--- src/rtl/alfa_monu_axil_regs.sv ---
// AXI4-Lite register bank for the ALFA Monitoring Unit: status words 0..31 (read-only),
// control words 32..NUM_REGS-1 (read/write), plus the one-cycle start pulse to the core.
module alfa_monu_axil_regs #(
    parameter int ADDR_WIDTH = 12,
    parameter int NUM_REGS   = 64
) (
    input  logic                  i_SYSTEM_clk,
    input  logic                  i_SYSTEM_rst,
    input  logic [ADDR_WIDTH-1:0] s_axi_awaddr,
    input  logic                  s_axi_awvalid,
    output logic                  s_axi_awready,
    input  logic [31:0]           s_axi_wdata,
    input  logic [3:0]            s_axi_wstrb,
    input  logic                  s_axi_wvalid,
    output logic                  s_axi_wready,
    output logic [1:0]            s_axi_bresp,
    output logic                  s_axi_bvalid,
    input  logic                  s_axi_bready,
    input  logic [ADDR_WIDTH-1:0] s_axi_araddr,
    input  logic                  s_axi_arvalid,
    output logic                  s_axi_arready,
    output logic [31:0]           s_axi_rdata,
    output logic [1:0]            s_axi_rresp,
    output logic                  s_axi_rvalid,
    input  logic                  s_axi_rready,
    input  logic                  i_unit_busy,
    input  logic                  i_unit_done,
    input  logic [31:0]           i_points_processed,
    output logic                  o_pc_ready_pulse,
    output logic [31:0]           o_pc_size,
    output logic [31:0]           o_filter_min,
    output logic [31:0]           o_filter_max
);

    localparam int IDXW         = ADDR_WIDTH - 2;
    localparam int CTRL_BASE    = 32;
    localparam int NCTRL        = NUM_REGS - CTRL_BASE;
    localparam int IDX_BUSY     = 8;
    localparam int IDX_DONE     = 9;
    localparam int IDX_POINTS   = 10;
    localparam int IDX_PC_READY = 35;
    localparam int IDX_PC_SIZE  = 37;
    localparam int IDX_FMIN     = 40;
    localparam int IDX_FMAX     = 41;

    logic                  aw_held_q, aw_held_d;
    logic [ADDR_WIDTH-1:0] awaddr_q, awaddr_d;
    logic                  w_held_q, w_held_d;
    logic [31:0]           wdata_q, wdata_d;
    logic [3:0]            wstrb_q, wstrb_d;
    logic                  bvalid_q, bvalid_d;
    logic [1:0]            bresp_q, bresp_d;
    logic                  rvalid_q, rvalid_d;
    logic [1:0]            rresp_q, rresp_d;
    logic [31:0]           rdata_q, rdata_d;
    logic                  pulse_q, pulse_d;
    logic                  done_q, done_d;
    logic [31:0]           ctrl_q [NCTRL];
    logic [31:0]           ctrl_d [NCTRL];

    logic            aw_hs, w_hs, ar_hs, b_hs, r_hs;
    logic            wr_exec, wr_err, rd_err, start_fire;
    logic [IDXW-1:0] widx, ridx;
    logic [31:0]     rd_word;
    logic            unused_addr_bits;

    assign s_axi_awready = !aw_held_q && !bvalid_q;
    assign s_axi_wready  = !w_held_q && !bvalid_q;
    assign s_axi_arready = !rvalid_q;
    assign s_axi_bvalid  = bvalid_q;
    assign s_axi_bresp   = bresp_q;
    assign s_axi_rvalid  = rvalid_q;
    assign s_axi_rresp   = rresp_q;
    assign s_axi_rdata   = rdata_q;

    assign o_pc_ready_pulse = pulse_q;
    assign o_pc_size        = ctrl_q[IDX_PC_SIZE - CTRL_BASE];
    assign o_filter_min     = ctrl_q[IDX_FMIN - CTRL_BASE];
    assign o_filter_max     = ctrl_q[IDX_FMAX - CTRL_BASE];

    assign unused_addr_bits = ^{s_axi_awaddr[1:0], s_axi_araddr[1:0]};

    assign aw_hs = s_axi_awvalid && s_axi_awready;
    assign w_hs  = s_axi_wvalid && s_axi_wready;
    assign ar_hs = s_axi_arvalid && s_axi_arready;
    assign b_hs  = bvalid_q && s_axi_bready;
    assign r_hs  = rvalid_q && s_axi_rready;

    assign widx    = awaddr_q[ADDR_WIDTH-1:2];
    assign ridx    = s_axi_araddr[ADDR_WIDTH-1:2];
    assign wr_err  = int'(widx) >= NUM_REGS;
    assign rd_err  = int'(ridx) >= NUM_REGS;
    // The write runs only from the holding registers, so it lands one edge after the later handshake.
    assign wr_exec = aw_held_q && w_held_q && !bvalid_q;

    // The start pulse fires only on a 0->1 edge of the stored PC_ready bit.
    assign start_fire = wr_exec && (int'(widx) == IDX_PC_READY) && wstrb_q[0] && wdata_q[0]
                        && !ctrl_q[IDX_PC_READY - CTRL_BASE][0];

    always_comb begin
        aw_held_d = aw_held_q;
        awaddr_d  = awaddr_q;
        w_held_d  = w_held_q;
        wdata_d   = wdata_q;
        wstrb_d   = wstrb_q;
        bvalid_d  = bvalid_q;
        bresp_d   = bresp_q;
        if (aw_hs) begin
            aw_held_d = 1'b1;
            awaddr_d  = s_axi_awaddr;
        end
        if (w_hs) begin
            w_held_d = 1'b1;
            wdata_d  = s_axi_wdata;
            wstrb_d  = s_axi_wstrb;
        end
        if (wr_exec) begin
            bvalid_d = 1'b1;
            bresp_d  = wr_err ? 2'b10 : 2'b00;
        end else if (b_hs) begin
            bvalid_d  = 1'b0;
            aw_held_d = 1'b0;
            w_held_d  = 1'b0;
        end
    end

    always_comb begin
        for (int i = 0; i < NCTRL; i++) begin
            ctrl_d[i] = ctrl_q[i];
            if (wr_exec && !wr_err && (int'(widx) == i + CTRL_BASE)) begin
                for (int b = 0; b < 4; b++) begin
                    if (wstrb_q[b]) begin
                        ctrl_d[i][8*b +: 8] = wdata_q[8*b +: 8];
                    end
                end
            end
        end
        pulse_d = start_fire;
        // A done event in the same cycle as a start must survive, so set has priority.
        if (i_unit_done) begin
            done_d = 1'b1;
        end else if (start_fire) begin
            done_d = 1'b0;
        end else begin
            done_d = done_q;
        end
    end

    always_comb begin
        rd_word = 32'h0;
        if (int'(ridx) == IDX_BUSY) begin
            rd_word = {31'b0, i_unit_busy};
        end else if (int'(ridx) == IDX_DONE) begin
            rd_word = {31'b0, done_q};
        end else if (int'(ridx) == IDX_POINTS) begin
            rd_word = i_points_processed;
        end else begin
            for (int i = 0; i < NCTRL; i++) begin
                if (int'(ridx) == i + CTRL_BASE) begin
                    rd_word = ctrl_q[i];
                end
            end
        end
        rvalid_d = rvalid_q;
        rdata_d  = rdata_q;
        rresp_d  = rresp_q;
        if (ar_hs) begin
            rvalid_d = 1'b1;
            rdata_d  = rd_word;
            rresp_d  = rd_err ? 2'b10 : 2'b00;
        end else if (r_hs) begin
            rvalid_d = 1'b0;
        end
    end

    always_ff @(posedge i_SYSTEM_clk or negedge i_SYSTEM_rst) begin
        if (!i_SYSTEM_rst) begin
            aw_held_q <= 1'b0;
            awaddr_q  <= '0;
            w_held_q  <= 1'b0;
            wdata_q   <= 32'h0;
            wstrb_q   <= 4'h0;
            bvalid_q  <= 1'b0;
            bresp_q   <= 2'b00;
            rvalid_q  <= 1'b0;
            rresp_q   <= 2'b00;
            rdata_q   <= 32'h0;
            pulse_q   <= 1'b0;
            done_q    <= 1'b0;
            ctrl_q    <= '{default: '0};
        end else begin
            aw_held_q <= aw_held_d;
            awaddr_q  <= awaddr_d;
            w_held_q  <= w_held_d;
            wdata_q   <= wdata_d;
            wstrb_q   <= wstrb_d;
            bvalid_q  <= bvalid_d;
            bresp_q   <= bresp_d;
            rvalid_q  <= rvalid_d;
            rresp_q   <= rresp_d;
            rdata_q   <= rdata_d;
            pulse_q   <= pulse_d;
            done_q    <= done_d;
            ctrl_q    <= ctrl_d;
        end
    end

endmodule

--- config.mk ---
export PLATFORM = sky130hd
export DESIGN_NAME = alfa_monu_axil_regs
export DESIGN_NICKNAME = d
export VERILOG_FILES = /design/src/rtl/alfa_monu_axil_regs.sv
export SDC_FILE = /design/constraint.sdc
export NUM_CORES = 2
export LEC_CHECK = 0
export CAP_MARGIN = 0
export CORE_ASPECT_RATIO = 0.7
export CORE_MARGIN = 5
export CORE_UTILIZATION = 57
export CTS_CLUSTER_DIAMETER = 30
export DETAILED_ROUTE_END_ITERATION = 10
export PLACE_DENSITY_LB_ADDON = 0.2
export SLEW_MARGIN = 20
export SYNTH_ARGS = -nofsm -noshare
export SYNTH_HDL_FRONTEND = slang
export SYNTH_SLANG_ARGS = --single-unit
--- constraint.sdc ---
create_clock -name i_SYSTEM_clk -period 2.8 [get_ports i_SYSTEM_clk]
set_input_delay 0.56 -clock i_SYSTEM_clk [delete_from_list [all_inputs] [get_ports i_SYSTEM_clk]]
set_output_delay 0.56 -clock i_SYSTEM_clk [all_outputs]
set_load 0.03 [all_outputs]
---- Word level (Yosys, flattened, before mapping) ----
Index checks and enable logic that the tools add are counted.
storage, ports and cells
  register bits after elaboration ......... 1114
  latch bits .............................. 0
  bits in writable memories ............... 0
  ROM bits ................................ 0
  bits of input ports ..................... 101
  output and inout bits ................... 138
  word-level logic and storage cells ...... 441
  memories kept ........................... 0
cells by class
  add/subtract/negate cells ............... 0
  multipliers ............................. 0
  divide/modulo/power cells ............... 0
  $lt $le $gt $ge ......................... 2
  equality and inequality tests ........... 67
  shift operators ......................... 0
  multiplexer cells ....................... 49
  bitwise gates (word level) .............. 0
  reduce and logical (&&, ||, !) cells .... 183
operator list
  kind                 count
  $mux 32              35
  $eq 10x7->1 const B  64
  $reduce_and 2->1     128
  $logic_and 1x1->1    46
  $eq 10x5->1 const B  3
  $ge 10x7->1 const B  2
  $mux 1               12
  $logic_not 1->1      6
  $reduce_bool 2->1    3
  $mux 2               2

---- Depth between registers and ports, before layout ----
  depth after elaboration ................. 36
  gate-level depth with buffers ........... 12
  mapped depth without buffers ............ 7

---- Worst setup path after synthesis ----
Ideal clock, no wire load.
  kind .................................... input-to-reg
  start ................................... in s_axi_araddr[4]
  end ..................................... reg rdata_q[25], in the netlist s_axi_rdata[25]
  setup time .............................. 136 ps
  data arrival time ....................... 2530 ps
  required time ........................... 2664 ps
  path slack .............................. 134 ps
  cell stages on the path ................. 12
  buffers on the path ..................... 5
  path through ............................ buf_2 or4b_1 buf_2 buf_6 nor3_2 buf_4 buf_4 a21oi_1 o211ai_1 a21oi_1 o31ai_1 o211ai_1
between the ends
  word-level cells in the longest chain between the ends .. 36
  elaborated cells on any way between the ends .. 70
  those cells by class .................... eq/ne: 35; mux: 35
ends and longest elaborated chain
  item                    RTL line  source
  start: declaration      19        input logic [ADDR_WIDTH-1:0] s_axi_araddr,
  $eq 10x7->1             159       if (int'(ridx) == i + CTRL_BASE) begin
  $mux 32 (32 in a row)   159
  $mux 32                 155       end else if (int'(ridx) == IDX_POINTS) begin
  $mux 32                 153       end else if (int'(ridx) == IDX_DONE) begin
  $mux 32 (*)             151       if (int'(ridx) == IDX_BUSY) begin
  end signal: assignment  201       rdata_q <= rdata_d;
  end: declaration        55        logic [31:0] rdata_q, rdata_d;
Every way passes the cells marked *; elsewhere a longest branch is shown, timed or not.
A chain may end at the register's enable or synchronous reset.

---- Worst setup path after layout ----
  start ................................... in s_axi_araddr[11]
  end ..................................... reg rdata_q[13], in the netlist s_axi_rdata[13]
The elaborated chain is that of the path after synthesis.

==> metrics.yaml <==
floorplanning:
  die_w_um: 370.0
  dieArea_um2: 96960
  rows: 92
  coreArea_um2: 90020
  die_y_um: 262.0
  num_io_pins: 239
  initial_core_util_pct: 57.46
critical_path:
  end_kind: "flop"
  crit_path_start_kind: "input port"
  path_cells: "clkdlybuf4s50_1 -> buf_4 -> buf_4 -> nor4b_4 -> buf_12 -> nand3_1 -> buf_4 -> buf_4 -> o22ai_1 -> nor3_1 -> a222oi_1 -> o21ai_0"
  worst_ep_required_time_ns: 3.41
  critPathTopFamily: "buffers and inverters"
  r2r_slack_ns: 0.06
  crit_arrival_ns: 3.40
  r2r-start: "awaddr_q[9]"
  crit_start: "s_axi_araddr[11]"
  ff2ff_path_depth: 8
  critical_path_class: "in -> reg"
  worst_r2r_endpoint: "ctrl_q[421]"
  slowest_stage: "clkdlybuf4s50_1"
  worstPathMaxFanout: 14
  critical_path_buf_inv_count: 6
  cpPeakStageDelay_ns: 0.50
  path_common_cell: "buf_4"
timing:
  setup_viol: 0
  whs_ns: 0.3264
  period_needed_ns: 2.786
  relSlewSlack_pct: 15.13
  grt_setup_unrepaired: "yes"
  setup_tns_ns: 0
  tightest_slew_ns: 1.273
  drv_slew: 0
  setup_slack_ns: 0.01373
  hold_viol: 0
  fmax_mhz: 358.9
  period_share_pct: 99.51
  skew_ns: 0.02857
logic_synthesis:
  synth-warning-count: 0
  synth_xor_area_share_pct: 0
  syn_area_um2: 51720
  synth_mux_area_share_pct: 26.02
  synth_compound_gate_area_share_pct: 9.858
  synthAdderAreaFrac_pct: 0
  synth_top_flop_cell: "dfrtp_1"
  synth_top_area_share_pct: 53.70
  synthDistinctLibCells: 82
  synth-simple-area-share_pct: 6.469
  postSynthAreaPerCell_um2: 12.56
  async_flop_share_pct: 100.0
  synth-seq-area-share_pct: 53.70
  synth_top_family_by_area: "multiplexers"
  synth_area_leaders: "dfrtp_1 54%, mux2_2 24%, nand2_1 2.2%, buf_4 1.6%, clkbuf_1 1.5%"
  synth_edf_count: 0
  netlist_instances: 4118
  synth-seq-cells: 1110
  yosys.area.top_type: "dfrtp_1"
clocking:
  cts_made_buffers: 164
  htreeDepth: 4
  clk_pin_slew_ns: 0.06
  cts_sinks: 1110
  clockBufferDepth: 3
  cts_setup_buffers: 0
  clk_latency_ns: 0.79
  root_buffer: "clkbuf_16"
  cts_tree: "yes"
final_layout:
  nets: 4867
  fin_util_pct: 72.86
  layout_common_cells: "1108 x dfrtp_1, 1105 x mux2_2, 573 x buf_4"
  fillCellCount: 6124
  drive_above_1_share_pct: 44.32
  syn2layout_area_growth_pct: 26.81
  layout_commonest_cell: "dfrtp_1"
  fin_area_um2: 65590
power:
  leakage_nw: 31.93
  irDropWorstVdd_v: 0.001134
  power.density_nw_per_um2: 719.1
routing:
  drc_errors: 0
  vias: 40978
  drtPass1Iterations: 6
  drtIter0Drc: 5231
  avgViaCountPerCell: 6.680
  drt.antenna.violating_nets: 0
  routed_wl_um: 196500
  wl_per_cell_um: 32.03
flow_run:
  maxCapViolCount: 0
placed_design:
  dp_hpwl_um: 143200
  pre_cts_slack_ns: -0.8671
  place_area_um2: 59430
  io_buffers: 232
  gp_routability_congestion: 1.019
global_route:
  grt_max_degree: 100
  grtUsageTotal_pct: 40.51
  antenna_found_initial: 7
  grt_pass1_wl_um: 285500
  grt_pass1_vias: 41154
  grt_overflow_total: 0
outcome:
  status: "completed"
min_path:
  hold_path.class: "in -> async"
## registers in the layout, summed over array words and instances, names as in the netlist
signal,count
s_axi_rdata,32
aw_held_q,1
o_filter_min,32
o_filter_max,32
s_axi_bresp,1
wdata_q,32
o_pc_ready_pulse,1
ctrl_q,928
w_held_q,1
o_pc_size,32
awaddr_q,10
wstrb_q,4
s_axi_bvalid,1
s_axi_rvalid,1
s_axi_rresp,1
done_q,1
## layer usage
layer / GRT usage, % / wire (um) / up-vias
met5: 0 / 57 / -
met2: 57.96 / 82800 / 2791
met4: 16.84 / 9026 / 8
met3: 14.93 / 27070 / 543
met1: 56.19 / 77540 / 21069
li1: - / - / 16567
## worst register-to-register path, stage by stage (launching register included)
cell and delay, ns:
dfrtp_1 0.38, nor4_1 0.38, nand3_1 0.18, nor2_1 0.27, nand2_1 0.26, nor2_1 0.16
buf_4 0.23, nand2_1 0.34, mux2_2 0.42
## cell usage after synthesis (16+ instances only)
cell,n
a21oi_1,122
clkbuf_1,205
o21ai_0,126
a2111oi_0,16
a22oi_1,95
nand3_1,68
o22ai_1,46
o221ai_1,16
mux4_2,25
a222oi_1,20
a31oi_1,16
mux2_2,1105
buf_2,65
nor3_1,40
a221o_1,24
buf_4,109
nand2_1,301
o211ai_1,29
nand4_1,21
mux2i_1,45
dfrtp_1,1110
nor2_1,142
a22o_1,29
and3_1,28
a211oi_1,23
a221oi_1,45
## how the worst max path moves through the flow
stage / end / slack [ns] / depth (start not counted)
after global routing: ctrl_q[66] / -0.03 / 8
final: s_axi_rdata[13] / 0.01 / 12
after global placement: s_axi_rdata[19] / -0.84 / 10
after CTS: o_filter_min[21] / 0.002 / 7
after detailed placement: s_axi_rdata[19] / -0.87 / 12
after floorplan: s_axi_rdata[25] / 0.13 / 12
## logic make-up after synthesis
logic type / Yosys count
flip-flops: 1110
multiplexers: 1175
other: 1
AND/OR/NAND/NOR: 701
AO/OA/AOI/OAI: 724
buffers and inverters: 407
## what timing repair did
item | 4_1_cts | 5_1_grt
hold endpoints to repair | 24 | 0
resized for setup | 6 | 60
hold buffers | 1 | 0
endpoints found under the setup margin | 5 | 336
pin swaps | 2 | 4
## power breakdown
group | internal [mW] | switching [mW] | total, mW
registers | 17.0 | 1.15 | 18.2
clock network | 13.9 | 8.15 | 22.1
logic | 2.14 | 4.76 | 6.90
## metrics by stage
step                      std cells  power (mW)
final                          6134       47.17
after global placement         5821       24.92
after detailed placement       5821       25.04
after floorplan                4119       21.53
after global routing           6130       48.30
after CTS                      6130       47.01
## area by class of cell
| class | instances | area, um^2 | share of cell area, % |
|---|---|---|---|
| clock buffers | 201 | 4508 | 6.873 |
| inverters | 14 | 52.55 | 0.08012 |
| multi-input cells | 2602 | 22290 | 33.99 |
| well taps | 1222 | 1529 | 2.331 |
| flip-flops and latches | 1110 | 27780 | 42.35 |
| diodes | 4 | 10.01 | 0.01526 |
| repair buffers | 874 | 7994 | 12.19 |
| clock inverters | 107 | 1424 | 2.171 |
(Power assumes the default switching activity.)
